<file path="config.mk">
export PLATFORM = sky130hd
export DESIGN_NAME = memory_stage
export DESIGN_NICKNAME = d
export VERILOG_FILES = /design/src/rtl/memory_stage.sv
export SDC_FILE = /design/constraint.sdc
export NUM_CORES = 1
export LEC_CHECK = 0
export ABC_CLOCK_PERIOD_IN_PS = 3650
export BUFFER_PORTS_ARGS = -buffer_cell sky130_fd_sc_hd__buf_2
export CAP_MARGIN = 20
export CORE_ASPECT_RATIO = 0.6
export CORE_MARGIN = 10
export CORE_UTILIZATION = 45
export DETAILED_ROUTE_END_ITERATION = 12
export GPL_ROUTABILITY_DRIVEN = 0
export GPL_TIMING_DRIVEN = 0
export PLACE_DENSITY = 0.81
export REMOVE_ABC_BUFFERS = 1
export SLEW_MARGIN = 20
export SYNTH_ARGS = -nofsm -noshare
export SYNTH_HDL_FRONTEND = slang
export SYNTH_SLANG_ARGS = --single-unit
</file>
<file path="constraint.sdc">
create_clock -name clock -period 3.65 [get_ports clock]
set_clock_uncertainty 0.15 [all_clocks]
set_input_delay 0.5475 -clock clock [delete_from_list [all_inputs] [get_ports clock]]
set_output_delay 0.5475 -clock clock [all_outputs]
set_load 0.02 [all_outputs]
</file>
<file path="src/rtl/memory_stage.sv">
// MEM pipeline stage: registers EX/MEM results, runs word loads/stores over a
// req/ack data-memory handshake, and presents MEM/WB results to writeback.
// A watchdog aborts hung accesses, and misaligned accesses are refused.
module memory_stage #(
  parameter int unsigned DATA      = 32,
  parameter int unsigned REG_WIDTH = 5,
  parameter int unsigned TIMEOUT   = 16
) (
  input  logic                 clock,
  input  logic                 reset,
  input  logic                 ex_valid,
  input  logic [DATA-1:0]      alu_o,
  input  logic [DATA-1:0]      wr_data,
  input  logic [REG_WIDTH-1:0] exec_read,
  input  logic                 mem_read,
  input  logic                 mem_write,
  input  logic                 reg_write,
  output logic                 stall,
  output logic                 mem_req,
  output logic                 mem_we,
  output logic [DATA-1:0]      mem_addr,
  output logic [DATA-1:0]      mem_wdata,
  input  logic [DATA-1:0]      mem_rdata,
  input  logic                 mem_ack,
  output logic                 wb_valid,
  output logic [REG_WIDTH-1:0] wb_rd,
  output logic [DATA-1:0]      wb_data,
  output logic                 wb_reg_write,
  output logic                 mem_err
);

  localparam int unsigned     CW       = (TIMEOUT > 1) ? $clog2(TIMEOUT) : 1;
  localparam logic [CW-1:0]   CNT_LAST = CW'(TIMEOUT - 1);

  typedef enum logic {IDLE, ACCESS} state_t;

  state_t                 state_q, state_d;
  logic [CW-1:0]          cnt_q, cnt_d;
  logic [DATA-1:0]        addr_q, addr_d;
  logic [DATA-1:0]        wdata_q, wdata_d;
  logic [REG_WIDTH-1:0]   rd_q, rd_d;
  logic                   store_q, store_d;
  logic                   rw_q, rw_d;
  logic                   pend_valid_q, pend_valid_d;
  logic [REG_WIDTH-1:0]   pend_rd_q, pend_rd_d;
  logic [DATA-1:0]        pend_data_q, pend_data_d;
  logic                   pend_rw_q, pend_rw_d;
  logic                   pend_err_q, pend_err_d;
  logic                   wb_valid_q, wb_valid_d;
  logic [REG_WIDTH-1:0]   wb_rd_q, wb_rd_d;
  logic [DATA-1:0]        wb_data_q, wb_data_d;
  logic                   wb_rw_q, wb_rw_d;
  logic                   err_q, err_d;

  logic capture, is_mem, start_access, direct_op, op_rw;

  // Handshake decode: stall follows mem_ack combinationally so the ack cycle can capture.
  always_comb begin
    stall        = (state_q == ACCESS) && !mem_ack;
    capture      = ex_valid && !stall;
    is_mem       = mem_read || mem_write;
    start_access = capture && is_mem && (alu_o[1:0] == 2'b00);
    direct_op    = capture && !(is_mem && (alu_o[1:0] == 2'b00));
    op_rw        = reg_write && !is_mem;
  end

  // Next-state logic. An op taking the direct writeback path while MEM/WB is
  // already claimed this edge (ack edge, or a still-pending op) waits one
  // cycle in the pend_* slot so every instruction gets its own wb_valid cycle.
  always_comb begin
    state_d      = state_q;
    cnt_d        = cnt_q;
    addr_d       = addr_q;
    wdata_d      = wdata_q;
    rd_d         = rd_q;
    store_d      = store_q;
    rw_d         = rw_q;
    pend_valid_d = 1'b0;
    pend_rd_d    = pend_rd_q;
    pend_data_d  = pend_data_q;
    pend_rw_d    = pend_rw_q;
    pend_err_d   = pend_err_q;
    wb_valid_d   = 1'b0;
    wb_rd_d      = wb_rd_q;
    wb_data_d    = wb_data_q;
    wb_rw_d      = wb_rw_q;
    err_d        = err_q;

    if (state_q == IDLE) begin
      if (pend_valid_q) begin
        wb_valid_d = 1'b1;
        wb_rd_d    = pend_rd_q;
        wb_data_d  = pend_data_q;
        wb_rw_d    = pend_rw_q;
        if (pend_err_q) err_d = 1'b1;
      end
      if (direct_op) begin
        if (pend_valid_q) begin
          pend_valid_d = 1'b1;
          pend_rd_d    = exec_read;
          pend_data_d  = alu_o;
          pend_rw_d    = op_rw;
          pend_err_d   = is_mem;
        end else begin
          wb_valid_d = 1'b1;
          wb_rd_d    = exec_read;
          wb_data_d  = alu_o;
          wb_rw_d    = op_rw;
          if (is_mem) err_d = 1'b1;
        end
      end
    end else begin
      if (mem_ack) begin
        wb_valid_d = 1'b1;
        wb_rd_d    = rd_q;
        wb_data_d  = store_q ? addr_q : mem_rdata;
        wb_rw_d    = !store_q && rw_q;
        state_d    = IDLE;
        if (direct_op) begin
          pend_valid_d = 1'b1;
          pend_rd_d    = exec_read;
          pend_data_d  = alu_o;
          pend_rw_d    = op_rw;
          pend_err_d   = is_mem;
        end
      end else if (cnt_q == CNT_LAST) begin
        err_d      = 1'b1;
        wb_valid_d = 1'b1;
        wb_rd_d    = rd_q;
        wb_data_d  = '0;
        wb_rw_d    = 1'b0;
        state_d    = IDLE;
      end else begin
        cnt_d = cnt_q + CW'(1);
      end
    end

    if (start_access) begin
      state_d = ACCESS;
      cnt_d   = '0;
      addr_d  = alu_o;
      wdata_d = wr_data;
      rd_d    = exec_read;
      store_d = mem_write;
      rw_d    = reg_write;
    end
  end

  // State and pipeline registers, synchronous active-high reset.
  always_ff @(posedge clock) begin
    if (reset) begin
      state_q      <= IDLE;
      cnt_q        <= '0;
      addr_q       <= '0;
      wdata_q      <= '0;
      rd_q         <= '0;
      store_q      <= 1'b0;
      rw_q         <= 1'b0;
      pend_valid_q <= 1'b0;
      pend_rd_q    <= '0;
      pend_data_q  <= '0;
      pend_rw_q    <= 1'b0;
      pend_err_q   <= 1'b0;
      wb_valid_q   <= 1'b0;
      wb_rd_q      <= '0;
      wb_data_q    <= '0;
      wb_rw_q      <= 1'b0;
      err_q        <= 1'b0;
    end else begin
      state_q      <= state_d;
      cnt_q        <= cnt_d;
      addr_q       <= addr_d;
      wdata_q      <= wdata_d;
      rd_q         <= rd_d;
      store_q      <= store_d;
      rw_q         <= rw_d;
      pend_valid_q <= pend_valid_d;
      pend_rd_q    <= pend_rd_d;
      pend_data_q  <= pend_data_d;
      pend_rw_q    <= pend_rw_d;
      pend_err_q   <= pend_err_d;
      wb_valid_q   <= wb_valid_d;
      wb_rd_q      <= wb_rd_d;
      wb_data_q    <= wb_data_d;
      wb_rw_q      <= wb_rw_d;
      err_q        <= err_d;
    end
  end

  // Output drive from registered state.
  always_comb begin
    mem_req      = (state_q == ACCESS);
    mem_we       = (state_q == ACCESS) && store_q;
    mem_addr     = addr_q;
    mem_wdata    = wdata_q;
    wb_valid     = wb_valid_q;
    wb_rd        = wb_rd_q;
    wb_data      = wb_data_q;
    wb_reg_write = wb_rw_q;
    mem_err      = err_q;
  end

endmodule

</file>
# Word level (Yosys, flattened, before mapping)
# Index checks and enable logic that the tools add are counted.
[word_totals] input_bits=108 latch_bits=0 mem_count=0 out_inout_bits=107 regBits=156 ramBits=0 romBits=0
[op_classes] muxes=61 multipliers=0 n_addsub=1 bitwise_logic=2 order_cmp=0 reduce_logical=21 div=0 shift=0 eq_ne=5
[ops] operator="$mux W32" n=12
[ops] operator="$mux W5" n=11
[ops] operator="$mux W1" n=38
[ops] operator="$logic_and A1 B1 Y1" n=9
[ops] operator="$reduce_and A3 Y1" n=2
[ops] operator="$logic_not A1 Y1" n=5
[ops] operator="$add A4 B1 Y4 const B" n=1
[ops] operator="$eq A4 B4 Y1 const B" n=1
[ops] operator="$ne A2 B2 Y1 const B" n=2
[ops] operator="$ne A3 B2 Y1 const B" n=1
[ops] operator="$logic_not A2 Y1" n=1
[ops] operator="$ne A2 B1 Y1 const B" n=1
[ops] operator="$not A1 Y1" n=2
[ops] operator="$reduce_and A2 Y1" n=1
[ops] operator="$reduce_bool A2 Y1" n=1
[ops] operator="$reduce_or A2 Y1" n=1
[ops] operator="$logic_or A1 B1 Y1" n=1

# Longest topological paths before layout
# Gate-level depths: netlist of run 1.
[logic_depth] depth_word=8 ltp_mapped=9

# Worst setup path before layout of run 1
# No wires, ideal clock.
[synth_timing] path_kind="input to register" start="in mem_write" end="reg wb_data_q[10] (netlist: wb_data[10])" path_stages=7 path_slack_ns=1.618 t_arrival_ns=1.760 setup_ns=0.122 required_ns=3.378 cell_sequence="or2_1 > buf_6 > a211oi_2 > buf_6 > buf_12 > mux2i_1 > a221o_1"
[synth_via] elab_chain_len=6
[synth_lines] element="start: declaration" line_no="16" text="input logic mem_write,"
[synth_lines] element="$logic_or A1 B1 Y1" line_no="61" text="is_mem = mem_read || mem_write;"
[synth_lines] element="$logic_and A1 B1 Y1" line_no="63" text="direct_op = capture && !(is_mem && (alu_o[1:0] == 2'b00));"
[synth_lines] element="$logic_not A1 Y1" line_no="63"
[synth_lines] element="$logic_and A1 B1 Y1" line_no="63"
[synth_lines] element="$mux W32" line_no="97" text="if (direct_op) begin"
[synth_lines] element="$mux W32" line_no="89" text="if (state_q == IDLE) begin"
[synth_lines] element="end signal: assignment" line_no="184" text="wb_data_q <= wb_data_d;"
[synth_lines] element="end: declaration" line_no="51" text="logic [DATA-1:0] wb_data_q, wb_data_d;"
# No other way between the ends.
# A chain may end at the register's enable or synchronous reset.

# Final worst setup path of run 1
[layout_timing] start="reg state_q (netlist: mem_req)" end="out stall"
[layout_via] elab_chain_len=1
[layout_lines] element="start: declaration" line_no="37" text="state_t state_q, state_d;"
[layout_lines] element="start signal: assignment" line_no="170" text="state_q <= state_d;"
[layout_lines] element="$logic_and A1 B1 Y1" line_no="59" text="stall = (state_q == ACCESS) && !mem_ack;"
[layout_lines] element="end: declaration" line_no="18" text="output logic stall,"
# No other way between the ends.

==> results of run 1 <==
## power by group through the flow
stage               clock network [µW]  registers (µW)  logic [µW]
detailed placement                   0            1860         520
floorplan                            0            1920         213
finish                            1850            1820         522
CTS                               1880            1820         522
global placement                     0            1860         492
global route                      1950            1830         568
## layout make-up
class / count / share of cell area
Clock inverter: 11 / 0.0177
Timing Repair Buffer: 235 / 0.154
Clock buffer: 20 / 0.0515
Multi-Input combinational cell: 635 / 0.394
Inverter: 5 / 0.00239
Antenna cell: 1 / 0.000281
Tap cell: 203 / 0.0286
Sequential cell: 156 / 0.352
## worst register-to-register path: stages (launching register included)
cell      delay, ns
dfxtp_1        0.55
nand2b_1       0.42
inv_4          0.17
nor4_4         0.63
buf_6          0.24
buf_6          0.17
buf_6          0.17
nand2_1        0.07
a21oi_1        0.16
## cells by family after synthesis
| logic type | after synthesis | synth area share |
|---|---|---|
| buffers and inverters | 77 | 0.0571 |
| adder cells (fa/ha/maj) | 1 | 0.00179 |
| AND/OR/NAND/NOR | 366 | 0.210 |
| flip-flops | 156 | 0.447 |
| XOR/XNOR | 2 | 0.00251 |
| AO/OA/AOI/OAI | 203 | 0.191 |
| multiplexers | 63 | 0.0906 |
## cells in the final DEF (no fill, tap or decap), types with 2 or more instances in the layout
| master | count |
|---|---|
| mux2i_1 | 61 |
| buf_2 | 213 |
| a31oi_1 | 2 |
| o21ai_0 | 7 |
| clkbuf_16 | 18 |
| buf_6 | 13 |
| dfxtp_4 | 2 |
| nor3b_1 | 4 |
| nand3_1 | 10 |
| a221o_1 | 30 |
| clkinvlp_4 | 4 |
| nor3_1 | 14 |
| a311oi_1 | 2 |
| nor2_1 | 100 |
| nor4_1 | 2 |
| buf_8 | 2 |
| clkbuf_1 | 2 |
| o32ai_1 | 5 |
| inv_6 | 3 |
| and3_1 | 3 |
| nor2_4 | 2 |
| o21a_1 | 35 |
| a21oi_1 | 112 |
| mux2_2 | 2 |
| buf_4 | 3 |
| nand2_1 | 221 |
| bufinv_16 | 3 |
| and2_1 | 2 |
| a211oi_1 | 4 |
| dfxtp_1 | 154 |
| buf_16 | 3 |
| inv_1 | 3 |
## registers in the layout, indices dropped and copies added, names as in the netlist
signal	flops
pend_rw_q	1
pend_rd_q	5
mem_wdata	32
cnt_q	4
wb_data	32
wb_valid	1
store_q	1
rd_q	5
mem_err	1
mem_req	1
mem_addr	32
rw_q	1
wb_reg_write	1
pend_valid_q	1
pend_data_q	32
wb_rd	5
pend_err_q	1
## per-layer routing
layer / share of wire / track usage / up-vias
li1: - / - / 3321
met2: 0.44 / 0.308 / 259
met3: 0.096 / 0.0681 / 10
met5: 0.00096 / 0 / -
met1: 0.46 / 0.260 / 3197
met4: 0.0029 / 0.0365 / 4
## stage by stage
step	utilization	setup WS (ns)	hold WS [ns]	setup TNS [ns]	instances
2_1_floorplan	-	-0.845	0.276	-63.70	796
3_3_place_gp	0.519	-3.54	0.288	-359.17	1213
3_5_place_dp	0.541	0.794	0.294	0	1234
4_1_cts	0.582	0.866	0.209	0	1265
5_1_grt	0.582	0.683	0.217	0	1265
6_report	0.582	0.835	0.223	0	1266
## worst max path at each step
stage	start	slack [ns]	depth (start not counted)	endpoint
after floorplan	mem_req	-0.85	5	mem_addr[10]
after global placement	mem_ack	-3.54	6	mem_wdata[19]
final	mem_req	0.83	3	stall
after detailed placement	mem_ack	0.79	9	mem_wdata[23]
after CTS	mem_req	0.87	3	stall
after global routing	mem_req	0.68	8	mem_wdata[23]
==> flow_metrics.env, run 1 <==
export IMPL_status="completed"
export IMPL_grt_pass1_wl_mm=34.5
export IMPL_htree_num_levels=4
export IMPL_worstPathCellList="nand2b_1, inv_4, buf_2"
export IMPL_fin_nets=1159
export IMPL_worstPathBufferInverterCount=2
export IMPL_multi_input_comb_area_um2=3500
export IMPL_slew_viol_final=0
export IMPL_synth_top_cell_area_share=0.447
export IMPL_place_area_um2=8280
export IMPL_ys_types=45
export IMPL_viasPerCell=5.36
export IMPL_switching_share=0.257
export IMPL_boundaryPins=215
export IMPL_postCtsSetupBuffers=0
export IMPL_drcViolationCount=0
export IMPL_hold_start="wr_data[0]"
export IMPL_leakagePower_uw=0.00366
export IMPL_cts_tree="done"
export IMPL_critical_path_slowest_cell="dfxtp_1"
export IMPL_p_sw_uw=1080
export IMPL_crit_reg2reg_launch="mem_req"
export IMPL_start_kind="register"
export IMPL_worstRegToRegCells=8
export IMPL_cts_resized=0
export IMPL_rsz0062_at_grt="false"
export IMPL_initial_core_util=0.457
export IMPL_yosysTopAreaCell="dfxtp_1"
export IMPL_synth_async_reset_ratio=0
export IMPL_slew_headroom=0.342
export IMPL_seq_power_share=0.435
export IMPL_clkPwrFrac=0.440
export IMPL_whs_endpoint="mem_wdata[0]"
export IMPL_synth_edf_count=0
export IMPL_first_pass_iters=5
export IMPL_maxCapViolations=0
export IMPL_min_path_cells=3
export IMPL_io_buffers=214
export IMPL_dp_final_hpwl_mm=15.8
export IMPL_grt_usage=0.197
export IMPL_ctsHoldBuffers=0
export IMPL_worst_slew_pin_transition_ns=0.982
export IMPL_power_density_nw_per_um2=471
export IMPL_yosys_warnings=0
export IMPL_worstSetupEndpointType="output pin"
export IMPL_cts_buffers=17
export IMPL_combPwrFrac=0.125
export IMPL_worst_ep_arrival_time_ns=2.12
export IMPL_regArea_um2=3130
export IMPL_syn_mean_instance_area_um2=8.05
export IMPL_cts_root_buf="clkbuf_16"
export IMPL_die_area_um2=21100
export IMPL_drtIter0Drc=556
export IMPL_path_class="reg2out"
export IMPL_min_period_ns=2.82
export IMPL_ys_seq_area_frac=0.447
export IMPL_area_growth_pct=27.2
export IMPL_synth_seq_cells=156
export IMPL_fin_crit_sh=0.771
export IMPL_clkTransAtPathRegs_ns=0.07
export IMPL_synth_common_cells="nand2_1, dfxtp_1, a21oi_1, nor2_1, mux2i_1"
export IMPL_totalWireLength_mm=21.8
export IMPL_cts_sinks=156
export IMPL_p_int_uw=3110
export IMPL_clockBufferDepth=2
export IMPL_setup_viol=0
export IMPL_gr_total_overflow=0
export IMPL_grt_max_degree=72
export IMPL_fp_row_count=35
export IMPL_worst_endpoint_required_ns=2.95
export IMPL_final_area_um2=8890
export IMPL_r2r_end="mem_wdata[23]"
export IMPL_dieWidth_um=181
export IMPL_rrSetupSlack_ns=0.85
export IMPL_synth_flop_cell="dfxtp_1"
export IMPL_min_path_type="in2reg"
export IMPL_nFillCells=1386
export IMPL_clk_latency_ns=0.40
export IMPL_yosysMostFrequentCell="nand2_1"
export IMPL_coreArea_um2=15300
export IMPL_fmaxAchievable_ghz=0.355
export IMPL_grt_pass1_vias=6514
export IMPL_synth_area_leaders="dfxtp_1, nand2_1, mux2i_1"
export IMPL_ir_worst_vdd_uv=331
export IMPL_drive_above_1_share=0.261
export IMPL_die_h_um=117
export IMPL_grt_antenna_before_repair=3
export IMPL_vias=6791
export IMPL_hold_viol=0
export IMPL_netlist_instances=868
export IMPL_critPathMaxStageDelay_ns=0.81
export IMPL_wire_per_inst_um=17.2
export IMPL_critPathTopFamily="flip-flops"
export IMPL_critPathMaxFanout=19
export IMPL_power_uw=4190
export IMPL_ant_nets=0
export IMPL_syn_cell_area_um2=6990
Note: power is estimated with default switching activity, not from simulation.
==> inputs of run 2 (changes only) <==
ABC_AREA = 1   (was unset)
ABC_CLOCK_PERIOD_IN_PS = 2300   (was 3650)
PLACE_DENSITY = 0.84   (was 0.81)
clock period = 2.3 ns   (was 3.65 ns; I/O delays follow)
==> run 2 against run 1 <==
  * Utilization hardly changed
  * Final cell count grew 23%
  * Synthesized cell count rose by 33%
  * Non-clock buffer count up 7
  * Sequential share of layout area is 1.9 points lower
  * Critical endpoint is now pend_err_q
  * Largest cell class unchanged
==> flow_metrics.env, run 2 <==
export IMPL_cts_tree="done"
export IMPL_totalWireLength_mm=26.6
export IMPL_setup_ws_ns=0.134
export IMPL_cts_buffers=17
export IMPL_nFillCells=1482
export IMPL_whs_ns=0.0100
export IMPL_worst_slew_pin_transition_ns=0.870
export IMPL_hold_start="wr_data[2]"
export IMPL_initial_core_util=0.458
export IMPL_dp_final_hpwl_mm=16.2
export IMPL_ir_worst_vdd_uv=399
export IMPL_synth_area_leaders="dfxtp_1, o21ai_0, nand2_1"
export IMPL_first_pass_iters=6
export IMPL_crit_cells=6
export IMPL_final_common_cell="nand2_1"
export IMPL_worst_endpoint_required_ns=2.45
export IMPL_yosys_warnings=0
export IMPL_slew_viol_final=0
export IMPL_yosysTopAreaCell="dfxtp_1"
export IMPL_clkTransAtPathRegs_ns=0.07
export IMPL_fin_nets=1441
export IMPL_wire_per_inst_um=17.1
export IMPL_p_sw_uw=1920
export IMPL_netlist_instances=1151
export IMPL_antenna_cells=0
export IMPL_syn_mean_instance_area_um2=6.43
export IMPL_fin_crit_sh=0.942
export IMPL_worstPathBufferInverterCount=1
export IMPL_viasPerCell=5.26
export IMPL_start_kind="register"
export IMPL_path_class="reg2reg"
export IMPL_critPathTopFamily="simple AND/OR/NAND/NOR gates"
export IMPL_worstPathCellList="a21boi_4, nand2_8, nor2_4, inv_6, nor2_1, nor2_1"
export IMPL_clockBufferDepth=2
export IMPL_status="completed"
export IMPL_ys_types=24
export IMPL_critical_path_slowest_cell="dfxtp_2"
export IMPL_yosysMostFrequentCell="nand2_1"
export IMPL_worstRegToRegCells=6
export IMPL_die_h_um=119
export IMPL_area_growth_pct=27.2
export IMPL_drive_above_1_share=0.210
export IMPL_coreArea_um2=16200
export IMPL_critPathMaxFanout=41
export IMPL_switching_share=0.290
export IMPL_fmaxAchievable_ghz=0.462
export IMPL_synth_async_reset_ratio=0
export IMPL_io_buffers=214
export IMPL_die_area_um2=22100
export IMPL_grt_pass1_vias=7690
export IMPL_grt_antenna_before_repair=1
export IMPL_worstSetupEndpointType="register"
export IMPL_min_path_type="in2reg"
export IMPL_critPathMaxStageDelay_ns=0.44
export IMPL_rrSetupSlack_ns=0.13
export IMPL_synth_seq_cells=156
export IMPL_p_int_uw=4710
export IMPL_synth_top_cell_area_share=0.422
export IMPL_rsz0062_at_grt="true"
export IMPL_synth_edf_count=0
export IMPL_min_period_ns=2.17
export IMPL_dieWidth_um=186
export IMPL_hold_viol=0
export IMPL_ant_nets=0
export IMPL_syn_cell_area_um2=7400
export IMPL_clk_latency_ns=0.42
export IMPL_setup_viol=0
export IMPL_fp_row_count=36
export IMPL_grt_max_degree=81
export IMPL_cts_sinks=156
export IMPL_final_cell_mix="nand2_1, o21ai_0, buf_2"
export IMPL_power_density_nw_per_um2=705
export IMPL_clkPwrFrac=0.418
export IMPL_boundaryPins=215
export IMPL_drtIter0Drc=975
export IMPL_power_uw=6630
export IMPL_cp_startpoint="mem_req"
export IMPL_vias=8181
export IMPL_drcViolationCount=0
export IMPL_seq_power_share=0.441
export IMPL_gr_total_overflow=0
export IMPL_ys_seq_area_frac=0.422
export IMPL_slew_headroom=0.419
export IMPL_grt_usage=0.225
export IMPL_htree_num_levels=4
export IMPL_r2r_end="pend_err_q"
export IMPL_cts_root_buf="clkbuf_16"
export IMPL_synth_flop_cell="dfxtp_1"
export IMPL_leakagePower_uw=0.00479
export IMPL_place_ws_ns=-1.73
export IMPL_crit_reg2reg_launch="mem_req"
export IMPL_grt_pass1_wl_mm=40.3
export IMPL_maxCapViolations=0
export IMPL_synth_common_cells="nand2_1, o21ai_0, nor2_1, dfxtp_1, a21oi_1"
export IMPL_combPwrFrac=0.141
export IMPL_critPathCapture="pend_err_q"
export IMPL_crit_top_cell="nor2_1"
export IMPL_worst_ep_arrival_time_ns=2.32
-- run 2: how the worst min path moves through the flow --
stage | cells after the start | endpoint | slack, ns
2_1_floorplan | 1 | mem_req | 0.26
3_3_place_gp | 2 | mem_addr[0] | 0.28
3_5_place_dp | 2 | mem_addr[0] | 0.29
4_1_cts | 3 | mem_wdata[12] | 0.0005
5_1_grt | 3 | mem_wdata[20] | 0.008
6_report | 3 | mem_wdata[2] | 0.01
-- run 2: power by group through the flow --
stage,Sequential (µW),Clock (µW),Combinational [µW]
finish,2920,2770,935
global placement,2980,0,846
floorplan,3100,0,376
CTS,2920,2800,923
global route,2940,2930,1030
detailed placement,2980,0,884
-- run 2: what timing repair did --
item	4_1_cts	5_1_grt
buffers inserted	3	1
resized for setup	9	9
cloned	1	2
pin swaps	2	2
hold endpoints to repair	18	0
endpoints found under the setup margin	141	53
hold buffers	18	0
-- run 2: final cells by class --
cell class | instances | area [µm²] | share of cell area
clock inverters | 13 | 131 | 0.0140
multi-input cells | 846 | 3730 | 0.396
flip-flops and latches | 156 | 3130 | 0.333
inverters | 69 | 288 | 0.0306
repair buffers | 242 | 1430 | 0.152
clock buffers | 19 | 443 | 0.0471
well taps | 209 | 262 | 0.0278
-- run 2: through the flow --
stage	area (µm²)	cells	setup TNS [ns]	utilization
after global placement	8360	1491	-458.41	0.517
after global routing	9410	1554	-0.0540	0.582
final	9410	1554	0	0.582
after CTS	9350	1551	0	0.578
after detailed placement	8530	1497	-108.47	0.528
after floorplan	7030	1068	-123.42	-
-- run 2: tightest hold or removal path, stage by stage --
cell    delay (ns)
buf_2         0.08
nor2_1        0.03
nor2_1        0.08
-- run 2: kinds of logic (layout without fill, tap and decap cells) --
logic type      count (synthesis)  after routing  share of synthesized area
simple gates                  551            554                      0.291
xor+xnor                        1              1                    0.00118
compound gates                290            290                      0.199
flops                         156            156                      0.422
fa+ha+maj                       1              1                    0.00169
buf+inv                       152            343                     0.0852
-- run 2: routing by layer --
metal | vias to the layer above | wire length [µm] | GRT usage
li1 | 4064 | - | -
met1 | 3688 | 11700 | 0.297
met2 | 404 | 11500 | 0.345
met3 | 23 | 3050 | 0.0750
met4 | 2 | 291 | 0.0587
met5 | - | 3 | 0
